===== config.mk =====
export PLATFORM = sky130hd
export DESIGN_NAME = bus_interface_unit
export DESIGN_NICKNAME = d
export VERILOG_FILES = /design/src/rtl/bus_interface_unit.sv
export SDC_FILE = /design/constraint.sdc
export NUM_CORES = 1
export LEC_CHECK = 0
export ABC_AREA = 1
export CAP_MARGIN = 20
export CORE_ASPECT_RATIO = 0.75
export CORE_MARGIN = 2
export CORE_UTILIZATION = 45
export CTS_BUF_LIST = sky130_fd_sc_hd__clkbuf_8 sky130_fd_sc_hd__clkbuf_16
export CTS_CLUSTER_SIZE = 8
export DETAILED_ROUTE_END_ITERATION = 6
export DONT_BUFFER_PORTS = 1
export HOLD_SLACK_MARGIN = 0.02
export SLEW_MARGIN = 30
export SYNTH_ARGS = -nofsm -noshare
export SYNTH_HDL_FRONTEND = slang
export SYNTH_SLANG_ARGS = --single-unit

===== constraint.sdc =====
create_clock -name clk -period 6.69 [get_ports clk]
set_clock_uncertainty 0.1 [all_clocks]
set_input_delay 0.669 -clock clk [delete_from_list [all_inputs] [get_ports clk]]
set_output_delay 0.669 -clock clk [all_outputs]
set_load 0.03 [all_outputs]

===== src/rtl/bus_interface_unit.sv =====
// Memory-access unit: turns single control-path requests into one- or two-beat
// memory bus cycles with wait states, external stalls and a one-cycle response pulse.
module bus_interface_unit #(
  parameter int ADDR_W      = 16,
  parameter int DATA_W      = 8,
  parameter int WAIT_STATES = 0
) (
  input  logic                clk,
  input  logic                rst,
  input  logic                req_valid,
  output logic                req_ready,
  input  logic [1:0]          req_op,
  input  logic                req_wide,
  input  logic                req_desc,
  input  logic                req_hipage,
  input  logic [ADDR_W-1:0]   req_addr,
  input  logic [2*DATA_W-1:0] req_wdata,
  output logic                resp_valid,
  output logic                resp_fetch,
  output logic [2*DATA_W-1:0] resp_rdata,
  output logic [ADDR_W-1:0]   mem_addr,
  output logic                mem_re,
  output logic                mem_we,
  output logic [DATA_W-1:0]   mem_wdata,
  input  logic [DATA_W-1:0]   mem_rdata,
  input  logic                mem_ready
);
  localparam int CNT_W = (WAIT_STATES > 0) ? $clog2(WAIT_STATES + 1) : 1;
  localparam logic [CNT_W-1:0] WS_INIT = CNT_W'(WAIT_STATES);
  localparam logic [ADDR_W-9:0] PAGE_ONES = '1;
  localparam logic [1:0] OP_FETCH = 2'b00;
  localparam logic [1:0] OP_WRITE = 2'b10;
  localparam logic [1:0] OP_RSVD  = 2'b11;

  typedef enum logic [1:0] {IDLE, BEAT0, BEAT1, RESP} state_t;

  state_t              state, state_nxt;
  logic [1:0]          op_q;
  logic                wide_q, desc_q, hipage_q;
  logic [2*DATA_W-1:0] wdata_q;
  logic [DATA_W-1:0]   first_q;
  logic [CNT_W-1:0]    cnt_q;

  logic                accept, in_beat, beat_done, wide_eff;
  logic [ADDR_W-1:0]   req_addr_eff, addr_step, addr_next;

  assign req_ready    = (state == IDLE);
  assign accept       = req_ready && req_valid && (req_op != OP_RSVD);
  assign wide_eff     = req_wide && (req_op != OP_FETCH);
  assign in_beat      = (state == BEAT0) || (state == BEAT1);
  assign beat_done    = in_beat && (cnt_q == '0) && mem_ready;
  assign req_addr_eff = req_hipage ? {PAGE_ONES, req_addr[7:0]} : req_addr;
  assign addr_step    = desc_q ? (mem_addr - ADDR_W'(1)) : (mem_addr + ADDR_W'(1));
  // In the high page only the low byte walks, so FFFF+1 wraps to FF00.
  assign addr_next    = hipage_q ? {PAGE_ONES, addr_step[7:0]} : addr_step;

  always_ff @(posedge clk or posedge rst) begin
    if (rst) state <= IDLE;
    else     state <= state_nxt;
  end

  always_comb begin
    state_nxt = state;
    case (state)
      IDLE:    if (accept) state_nxt = BEAT0;
      BEAT0:   if (beat_done) state_nxt = wide_q ? BEAT1 : RESP;
      BEAT1:   if (beat_done) state_nxt = RESP;
      RESP:    state_nxt = IDLE;
      default: state_nxt = IDLE;
    endcase
  end

  always_ff @(posedge clk or posedge rst) begin
    if (rst) begin
      op_q       <= OP_FETCH;
      wide_q     <= 1'b0;
      desc_q     <= 1'b0;
      hipage_q   <= 1'b0;
      wdata_q    <= '0;
      first_q    <= '0;
      cnt_q      <= '0;
      resp_valid <= 1'b0;
      resp_fetch <= 1'b0;
      resp_rdata <= '0;
      mem_addr   <= '0;
      mem_re     <= 1'b0;
      mem_we     <= 1'b0;
      mem_wdata  <= '0;
    end else begin
      resp_valid <= 1'b0;
      resp_fetch <= 1'b0;
      if (accept) begin
        op_q      <= req_op;
        wide_q    <= wide_eff;
        desc_q    <= req_desc;
        hipage_q  <= req_hipage;
        wdata_q   <= req_wdata;
        mem_addr  <= req_addr_eff;
        mem_re    <= (req_op != OP_WRITE);
        mem_we    <= (req_op == OP_WRITE);
        mem_wdata <= (wide_eff && req_desc) ? req_wdata[2*DATA_W-1:DATA_W] : req_wdata[DATA_W-1:0];
        cnt_q     <= WS_INIT;
      end else if (in_beat) begin
        if (cnt_q != '0) begin
          cnt_q <= cnt_q - CNT_W'(1);
        end else if (mem_ready) begin
          if ((state == BEAT0) && wide_q) begin
            // Strobes stay up straight into the second beat.
            first_q   <= mem_rdata;
            mem_addr  <= addr_next;
            mem_wdata <= desc_q ? wdata_q[DATA_W-1:0] : wdata_q[2*DATA_W-1:DATA_W];
            cnt_q     <= WS_INIT;
          end else begin
            mem_re     <= 1'b0;
            mem_we     <= 1'b0;
            resp_valid <= 1'b1;
            resp_fetch <= (op_q == OP_FETCH);
            if (op_q != OP_WRITE) begin
              if (!wide_q)     resp_rdata <= {{DATA_W{1'b0}}, mem_rdata};
              else if (desc_q) resp_rdata <= {first_q, mem_rdata};
              else             resp_rdata <= {mem_rdata, first_q};
            end
          end
        end
      end
    end
  end
endmodule


* After elaboration in Yosys (flattened, before gate mapping)
Index checks and enable logic that the tools add are counted.
Word-level totals: register bits 76, input port bits 49, output and inout bits 45, word-level logic and storage cells 93
Cells by class: $add $sub $neg 3, eq/ne operators 12, multiplexer cells 41, bitwise operators 3, reduce and logical (&&, ||, !) cells 19
Operators by type and width (count):
- $mux 16 | 10
- $mux 8 | 7
- $mux 1 | 20
- $add 16x1->16 const B | 1
- $sub 16x1->16 const B | 1
- $ne 2x2->1 const B | 6
- $pmux 2 s4 | 1
- $reduce_and 4->1 | 2
- $reduce_bool 2->1 | 4
- $logic_and 1x1->1 | 7
- $eq 2x2->1 const B | 3
- $mux 2 | 3
- $reduce_and 6->1 | 1
- $reduce_and 5->1 | 1
- $logic_not 2->1 | 2
- $ne 2x1->1 const B | 2
- $not 1->1 | 3
- $reduce_and 3->1 | 1
- $eq 2x1->1 const B | 1
- $logic_or 1x1->1 | 1
- $sub 1x1->1 const B | 1

* Longest topological paths before layout
depth in word-level cells 8, gate-level depth with buffers 11, mapped depth without buffers 11

* Worst setup path after synthesis
Ideal clock, no wire load.
kind register to register, from register desc_q, to register mem_addr[12], arrival 1.809 ns, required time 6.473 ns, slack 4.664 ns, cell stages (with the launch flop) 10, cell sequence dfrtp_1 -> ha_1 -> or2_2 -> and2_1 -> nand3_1 -> nand3_1 -> nand2_1 -> nand3_1 -> nand2_1 -> nand2_1
Between the ends: longest elaborated chain between the ends 7
Ends and longest elaborated chain:
- from (decl) | RTL line 39 | logic wide_q, desc_q, hipage_q;
- from (signal assigned) | RTL line 95 | desc_q <= req_desc;
- $mux 16 | RTL line 53 | assign addr_step = desc_q ? (mem_addr - ADDR_W'(1)) : (mem_addr + ADDR_W'(1));
- $mux 16 | RTL line 55 | assign addr_next = hipage_q ? {PAGE_ONES, addr_step[7:0]} : addr_step;
- $mux 16 | RTL line 107 | if ((state == BEAT0) && wide_q) begin
- $mux 16 | RTL line 106 | end else if (mem_ready) begin
- $mux 16 | RTL line 104 | if (cnt_q != '0) begin
- $mux 16 | RTL line 103 | end else if (in_beat) begin
- $mux 16 | RTL line 92 | if (accept) begin
- to (signal assigned) | RTL line 98 | mem_addr <= req_addr_eff;
- to (signal assigned) | RTL line 110 | mem_addr <= addr_next;
- to (decl) | RTL line 21 | output logic [ADDR_W-1:0] mem_addr,
No other way between the ends. The select of a mux whose other input is x is not followed. A chain may end at the register's enable or synchronous reset.

* Worst setup path in the final report
from register state[0], to register mem_addr[7]
Between the ends: longest elaborated chain between the ends 5
Ends and longest elaborated chain:
- from (decl) | RTL line 37 | state_t state, state_nxt;
- from (signal assigned) | RTL line 59 | else state <= state_nxt;
- $logic_not 2->1 (*) | RTL line 47 | assign req_ready = (state == IDLE);
- net req_ready | RTL line 11 | output logic req_ready,
- $logic_and 1x1->1 (*) (2 in a row) | RTL line 48 | assign accept = req_ready && req_valid && (req_op != OP_RSVD);
- $ne 2x1->1 (no line) / $reduce_bool 2->1 (equally long branches)
- $reduce_and 4->1 (no line)
The timed path passes the listed nets; every way through them passes the cells marked *.

==> summary by stage <==
Status
The run finished with clean final reports.

Clock tree
The clock passes through at most 2 buffers. CTS built an H-tree with a depth of 3. TritonCTS built the clock tree. The clock drives 75 sinks.

In this run the post-CTS setup repair buffer count came out at 0. The number of gates resized after CTS was 0. In this run, post-CTS hold repair placed 0 buffers. The root buffer cell chosen for the clock tree is sky130_fd_sc_hd__clkbuf_16. Buffers inserted during clock tree synthesis total 9. The clock latency on the worst-skew pair is 330 ps. After clock tree synthesis, the clock-pin slew on the worst setup and hold paths is 60 ps.

Route
The overall via count from detail_route is 3717. The count of antenna-violating nets left after detailed routing is 0. For this block, the initial DRC count from the detailed router was 256. The remaining routing DRC violations is 0. In the final routed layout, each cell accounts on average for 15.2 um.

The routed via count divided by cell count is 5.33. The number of optimization iterations in the first detailed-route pass is 5. Summed over all layers, the routed wires come to 10600 um.

STA
The pin slew with the least headroom to its limit is 790 ps. The worst relative slew slack is 47.2%. The final count of pins violating max slew is 0. The total setup violations reported at the end of the flow is 0. The final critical delay including setup and external delays is 3410 ps.

Static timing analysis puts the maximum clock frequency at 0.293 GHz. For the final routed database, the setup TNS stands at 0 ps. The number of hold violations in the final report was 0. Setup repair after global routing left no endpoint under its margin.

The ratio of final minimum period to clock period is 51.0%.

Synthesis
Summed over its instances, the top area cell type makes up 43.5% of the synthesized netlist area. The top cell type by total area after synthesis is sky130_fd_sc_hd__dfrtp_1. The count of warnings emitted by yosys is 0. A synthesized cell averages 7.55 um^2. The number of distinct library cell variants in the gate-level netlist after synthesis is 30. In this run the cell area of the synthesized design comes to 4310 um^2. Synthesis inferred 75 register bits. The net count of the mapped netlist is 638. In the synthesized netlist, the number of instances is 571.

Summing the sequential cell areas from Yosys gives 43.5% of the chip area. Ranked by total cell area, the synthesized netlist is headed by sky130_fd_sc_hd__dfrtp_1 44%, sky130_fd_sc_hd__nand2_1 16%, sky130_fd_sc_hd__inv_1 6.4%.

Critical path
The largest individual stage delay along the critical path comes from the cell sky130_fd_sc_hd__a21oi_4. The most numerous cell type found on the critical path is sky130_fd_sc_hd__nand2_1. The most critical setup path has its endpoint at mem_addr[7]. The most critical setup path has its startpoint at state[0]. The required time at the endpoint of the critical path is 6800 ps. The critical path contains buffers and inverters numbering 3 combined. The internal reg-to-reg setup slack is 3280 ps. The worst register-to-register path ends at mem_addr[7]. The path length in cells of the critical path is 9. Traced cell by cell, the critical path runs through inv_1 > ha_1 > nand2_1 > a21oi_4 > inv_2 > nand2_1 > inv_2 > nand2_1 > o211ai_1.

The number of cell instances on the worst register-to-register path is 9. The gate family responsible for the most delay along the worst path is simple AND/OR/NAND/NOR gates. For this run, the slowest stage of the critical path takes 650 ps. Of all nets on the critical path, the largest fanout is 42.

The type of element capturing the critical path is a flip-flop. At the worst endpoint, the arrival time is 3520 ps. The reg-to-reg startpoint is state[0].

The type of the worst setup path is reg2reg. The startpoint type of the worst setup path is a flip-flop.

Final layout
The layout has 916 filler cells. The final layout contains 632 nets. At the end of the flow the core is filled with cells to 51.3%. The multi-input combinational cells in the finished layout cover a total of 2040 um^2.

Across the whole layout, storage elements account for 1880 um^2. Cells with a size suffix above 1 make up 5.44% of the layout. Relative to the synthesized area, the layout overhead comes to 9.37%. Summing all non-filler instances in the final layout gives an area of 4720 um^2.

The repair_antennas step left the layout with diodes totalling 0.

Place
After legalization and detailed placement, the total HPWL measured 7670 um. The number of port buffers is 0. At the end of routability-driven placement, the weighted congestion stood at 0.859. Summing all placed instances gives a cell area of 4400 um^2.

Min path
In this run the worst hold path is classified as in2async.

Die
The overall die area is 10400 um^2. The horizontal die dimension is 117 um. The starting utilization of the core area is 46.9%. The die extent in y is 88.8 um.

The core region is 9200 um^2. The number of standard-cell rows in the floorplan is 30. The top-level port count is 94.

GRT
For this run, global-route usage on met2 was measured as 32.1%. In this run the most used layer during global routing was met2. The via count of the first global-routing pass is 3471.

Entering global routing, the biggest net connects 76 pins. Summed over all layers, the global routing overflow is 0. For this run, global-route usage on met3 was measured as 7.95%. The global-route wire length before repair is 17500 um. The number of antenna violations at the first check in global routing was 0. In the global route stage, overall resource usage came out at 22.0%. The routing usage on met1 is 31.5%.

Flow run
The count of maximum capacitance violations is 0.

Power and ir drop
The leakage dissipation is 2.41 nW. Power comes to 2.91 mW. The worst voltage drop across the vdd grid is 0.000255 V.

Power spread over the standard cell area amounts to 618 nW/um^2.
worst register-to-register path, cell delays in order, from the launching register on:
cell,delay (ps)
sky130_fd_sc_hd__dfrtp_1,380
sky130_fd_sc_hd__inv_1,110
sky130_fd_sc_hd__ha_1,420
sky130_fd_sc_hd__nand2_1,190
sky130_fd_sc_hd__a21oi_4,650
sky130_fd_sc_hd__inv_2,500
sky130_fd_sc_hd__nand2_1,550
sky130_fd_sc_hd__inv_2,190
sky130_fd_sc_hd__nand2_1,120
sky130_fd_sc_hd__o211ai_1,80
cells by family after synthesis:
family          synth area share, %
xor+xnor                       1.02
fa+ha+maj                      5.40
simple gates                   23.9
buf+inv                        9.20
compound gates                 17.0
flops                          43.5
synthesized netlist by cell type:
cell / number
sky130_fd_sc_hd__nand2_1: 186
sky130_fd_sc_hd__or2_0: 1
sky130_fd_sc_hd__nor2_1: 17
sky130_fd_sc_hd__fa_1: 1
sky130_fd_sc_hd__or2_2: 3
sky130_fd_sc_hd__o21a_1: 18
sky130_fd_sc_hd__inv_2: 4
sky130_fd_sc_hd__nand3_1: 37
sky130_fd_sc_hd__o21ai_0: 46
sky130_fd_sc_hd__a21oi_4: 1
sky130_fd_sc_hd__a22oi_1: 1
sky130_fd_sc_hd__a21oi_1: 20
sky130_fd_sc_hd__o21ai_1: 8
sky130_fd_sc_hd__buf_2: 8
sky130_fd_sc_hd__o211ai_1: 25
sky130_fd_sc_hd__dfrtp_1: 75
sky130_fd_sc_hd__and2_1: 1
sky130_fd_sc_hd__xnor2_1: 3
sky130_fd_sc_hd__clkbuf_1: 8
sky130_fd_sc_hd__ha_1: 17
sky130_fd_sc_hd__nand4_1: 1
sky130_fd_sc_hd__inv_1: 74
sky130_fd_sc_hd__buf_4: 3
sky130_fd_sc_hd__nor4_1: 1
sky130_fd_sc_hd__nor2_2: 4
sky130_fd_sc_hd__o21a_2: 1
sky130_fd_sc_hd__o22ai_1: 1
sky130_fd_sc_hd__nor3_1: 3
sky130_fd_sc_hd__buf_6: 1
sky130_fd_sc_hd__xor2_1: 2
sequential cells by signal (all words and copies together) (netlist names), 2 cells and up:
register    cells
state           2
first_q         8
op_q            2
resp_rdata     16
mem_wdata       8
wdata_q        16
mem_addr       16
final cells by class:
| class | instances | share of cell area (%) |
|---|---|---|
| sequential | 75 | 39.8 |
| inverter | 78 | 6.23 |
| timing repair buffer | 3 | 0.557 |
| multi-input combinational | 398 | 43.2 |
| clock buffer | 10 | 5.07 |
| tap | 128 | 3.40 |
| clock inverter | 6 | 1.72 |
metal layers:
metal	wire, um	share of wire (%)
met1	5110	48
met2	4440	42
met3	999	9.4
met4	92	0.86
met5	0	0
cells in the final DEF, fill, tap and decap left out, types with 2 or more instances in the layout:
cell | netlist | final
sky130_fd_sc_hd__dfrtp_1 | 75 | 75
sky130_fd_sc_hd__inv_1 | 74 | 75
sky130_fd_sc_hd__clkbuf_16 | 0 | 9
sky130_fd_sc_hd__o21a_1 | 18 | 18
sky130_fd_sc_hd__xnor2_1 | 3 | 3
sky130_fd_sc_hd__ha_1 | 17 | 17
sky130_fd_sc_hd__xor2_1 | 2 | 2
sky130_fd_sc_hd__o211ai_1 | 25 | 25
sky130_fd_sc_hd__inv_2 | 4 | 4
sky130_fd_sc_hd__a21oi_1 | 20 | 20
sky130_fd_sc_hd__nor2_2 | 4 | 4
sky130_fd_sc_hd__buf_4 | 3 | 2
sky130_fd_sc_hd__nand3_1 | 37 | 37
sky130_fd_sc_hd__bufinv_16 | 0 | 2
sky130_fd_sc_hd__nor2_1 | 17 | 17
sky130_fd_sc_hd__o21ai_0 | 46 | 46
sky130_fd_sc_hd__or2_2 | 3 | 3
sky130_fd_sc_hd__clkinv_2 | 0 | 2
sky130_fd_sc_hd__nor3_1 | 3 | 3
sky130_fd_sc_hd__o21ai_1 | 8 | 8
sky130_fd_sc_hd__nand2_1 | 186 | 186
how the worst min path moves through the flow:
stage	cells after the start	startpoint	slack, ps	endpoint
final	2	rst	300	mem_addr[10]
after global routing	2	rst	350	mem_addr[12]
after CTS	2	rst	330	mem_addr[12]
after detailed placement	2	wdata_q[9]	350	wdata_q[9]
after global placement	2	wdata_q[11]	350	wdata_q[11]
after floorplan	1	op_q[1]	310	resp_fetch
power by group:
| group | internal (mW) | leakage, nW | switching, mW |
|---|---|---|---|
| clock network | 0.334 | 0.165 | 0.182 |
| registers | 0.675 | 0.904 | 0.447 |
| logic | 0.479 | 1.34 | 0.797 |
| total | 1.49 | 2.41 | 1.43 |
through the flow:
stage	setup slack (ps)	std cells	hold WS [ps]
after floorplan	4010	571	311
after global placement	3340	682	349
after detailed placement	3280	682	353
after CTS	3280	698	326
after global routing	2910	698	346
final	3280	698	298
Power figures use the tool's default switching activity.
==> RTL change, RTL diff (config.mk and constraints unchanged) <==
The 4 states of `state_t` get a one-hot encoding in 4 bits.
--- a/src/rtl/bus_interface_unit.sv
+++ b/src/rtl/bus_interface_unit.sv
@@ -32,7 +32,7 @@
   localparam logic [1:0] OP_WRITE = 2'b10;
   localparam logic [1:0] OP_RSVD  = 2'b11;
 
-  typedef enum logic [1:0] {IDLE, BEAT0, BEAT1, RESP} state_t;
+  typedef enum logic [3:0] {IDLE = 4'b0001, BEAT0 = 4'b0010, BEAT1 = 4'b0100, RESP = 4'b1000} state_t;
 
   state_t              state, state_nxt;
   logic [1:0]          op_q;
Check against the original RTL: no difference found for any inputs over 4 cycles, from zero or initial values and one cycle with rst high; so few cycles prove little.
==> RTL change against the unedited design <==
Total power is 4.9% lower; worst setup slack gained 0.83 ns; synthesized area rose by 5.9%; via count increased by 0.97%; final area up 4.0%; critical path depth fell by 1; wire length rose by 1.1%; cell count up 6.9%; global-route usage fell by 0.78 points; sequential share of layout area is 0.48 points lower; sequential cell count is 2 higher.
==> RTL change: results (changes against the unedited design) <==
Outcome
  • Run status: finished clean (unchanged)

Layout
  • Antenna diodes: 0 (unchanged)
  • Area of the multi-input gates: 2180 um2 (was 2040 um2)
  • Post-layout nets: 673 (was 632)
  • Filler Cells Inserted: 994 (was 916)
  • Share of cells above drive strength 1: 0.0961 (was 0.0544)

Power
  • VDD IR-drop max: 0.236 mV (was 0.255 mV)

Critical path
  • RR Startpoint: state[0]$_DFFE_PP1P_ (was state[0]$_DFFE_PP0P_)
  • CP max FO: 41 (was 42)
  • Crit path DAT: 2.70 ns (was 3.52 ns)
  • Worst R2R Path Depth: 8 (was 9)
  • Flop-to-flop setup slack: 4.10 ns (was 3.28 ns)
  • Reg-to-Reg End: mem_addr[8]$_DFFE_PP0P_ (was mem_addr[7]$_DFFE_PP0P_)

Synth
  • Sequential area share after synthesis: 0.422 (was 0.435)
  • Complex-gate fraction of the synthesized area: 0.115 (was 0.170)
  • Post-synthesis xor/xnor area fraction: 0.00575 (was 0.0102)
  • Syn avg cell area: 7.43 um2 (was 7.55 um2)
  • Syn_nets: 679 (was 638)
  • Area share of fa/ha/maj cells after synthesis: 0.0427 (was 0.0540)
  • Synth cell count leaders: nand2_1, dfrtp_1, inv_1 (unchanged)
  • Synth top area cells: dfrtp_1, nand2_1, inv_1 (unchanged)

GRT
  • First-pass GRT wire length: 18500 um (was 17500 um)
  • Largest net degree at the start of global routing: 78 (was 76)
  • GRT Util Overall: 0.213 (was 0.220)
  • Vias in the first global route: 3751 (was 3471)

Routing
  • Vias per std cell: 5.03 (was 5.33)
  • Initial DRC count: 227 (was 256)
  • Routed WL per cell: 14.4 um (was 15.2 um)

Placed design
  • GPL Wtd Cong: 0.906 (was 0.859)

Timing
  • Slew @ Worst Pin: 0.711 ns (was 0.790 ns)
[RTL change: cell count changes after synthesis, sizes merged, moves of 3 or more]
| cell | delta |
|---|---|
| o21a | -19 |
| clkinv | +3 |
| nand2 | +69 |
| ha | -3 |
| nor2 | +10 |
| buf | +5 |
| clkbuf | -5 |
| a21oi | -12 |
| a22oi | +6 |
| o211ai | -17 |
[RTL change: area by class of cell]
type	instances	area share
multi-input combinational	439	0.445
sequential	77	0.393
inverter	79	0.0612
clock inverter	6	0.0128
tap	132	0.0337
clock buffer	10	0.0487
timing repair buffer	3	0.00536
[RTL change: cells by family after synthesis]
| kind of cell | after synthesis |
|---|---|
| xor+xnor | 3 |
| buf+inv | 99 |
| simple gates | 339 |
| fa+ha+maj | 15 |
| flops | 77 |
| compound gates | 82 |
[RTL change: critical path, stage by stage (launching register included)]
cell and delay (ns):
dfstp_2 0.55, nand3_2 0.09, nor2_4 0.26, nand3_4 0.44, inv_2 0.63, nand2_1 0.12, nand2_1 0.08, o21bai_1 0.11
nand2_1 0.07
[RTL change: metal layers]
metal | track usage | part of all wire | vias up
met4 | 0.0504 | 0.010 | 0
met3 | 0.0616 | 0.074 | 11
met2 | 0.323 | 0.42 | 106
li1 | - | - | 1929
met1 | 0.300 | 0.50 | 1707
met5 | 0 | 0 | -
[RTL change: stage by stage]
step	utilization	hold WS [ns]	worst slack (ns)	area, um2
finish	0.502	0.292	4.10	4900
global placement	0.471	0.336	4.19	4600
floorplan	-	0.310	3.96	4570
CTS	0.502	0.335	4.07	4900
detailed placement	0.471	0.348	4.08	4600
global route	0.502	0.350	3.84	4900
[RTL change: where the power goes]
| group | switching, W | total, W | internal, W |
|---|---|---|---|
| Sequential | 0.000428 | 0.00110 | 0.000675 |
| Combinational | 0.000751 | 0.00117 | 0.000423 |
| Clock | 0.000197 | 0.000496 | 0.000298 |
| Total | 0.00138 | 0.00277 | 0.00140 |
[RTL change: worst max path at each step]
stage | start | endpoint | slack (ns) | cells past startpoint
after CTS | state[0]$_DFFE_PP1P_ | mem_addr[8]$_DFFE_PP0P_ | 4.07 | 8
final | state[0]$_DFFE_PP1P_ | mem_addr[8]$_DFFE_PP0P_ | 4.10 | 8
after global routing | state[0]$_DFFE_PP1P_ | mem_addr[13]$_DFFE_PP0P_ | 3.84 | 9
after floorplan | rst | desc_q$_DFFE_PP0P_ | 3.96 | 1
after global placement | state[0]$_DFFE_PP1P_ | mem_addr[15]$_DFFE_PP0P_ | 4.19 | 9
after detailed placement | state[0]$_DFFE_PP1P_ | mem_addr[8]$_DFFE_PP0P_ | 4.08 | 8
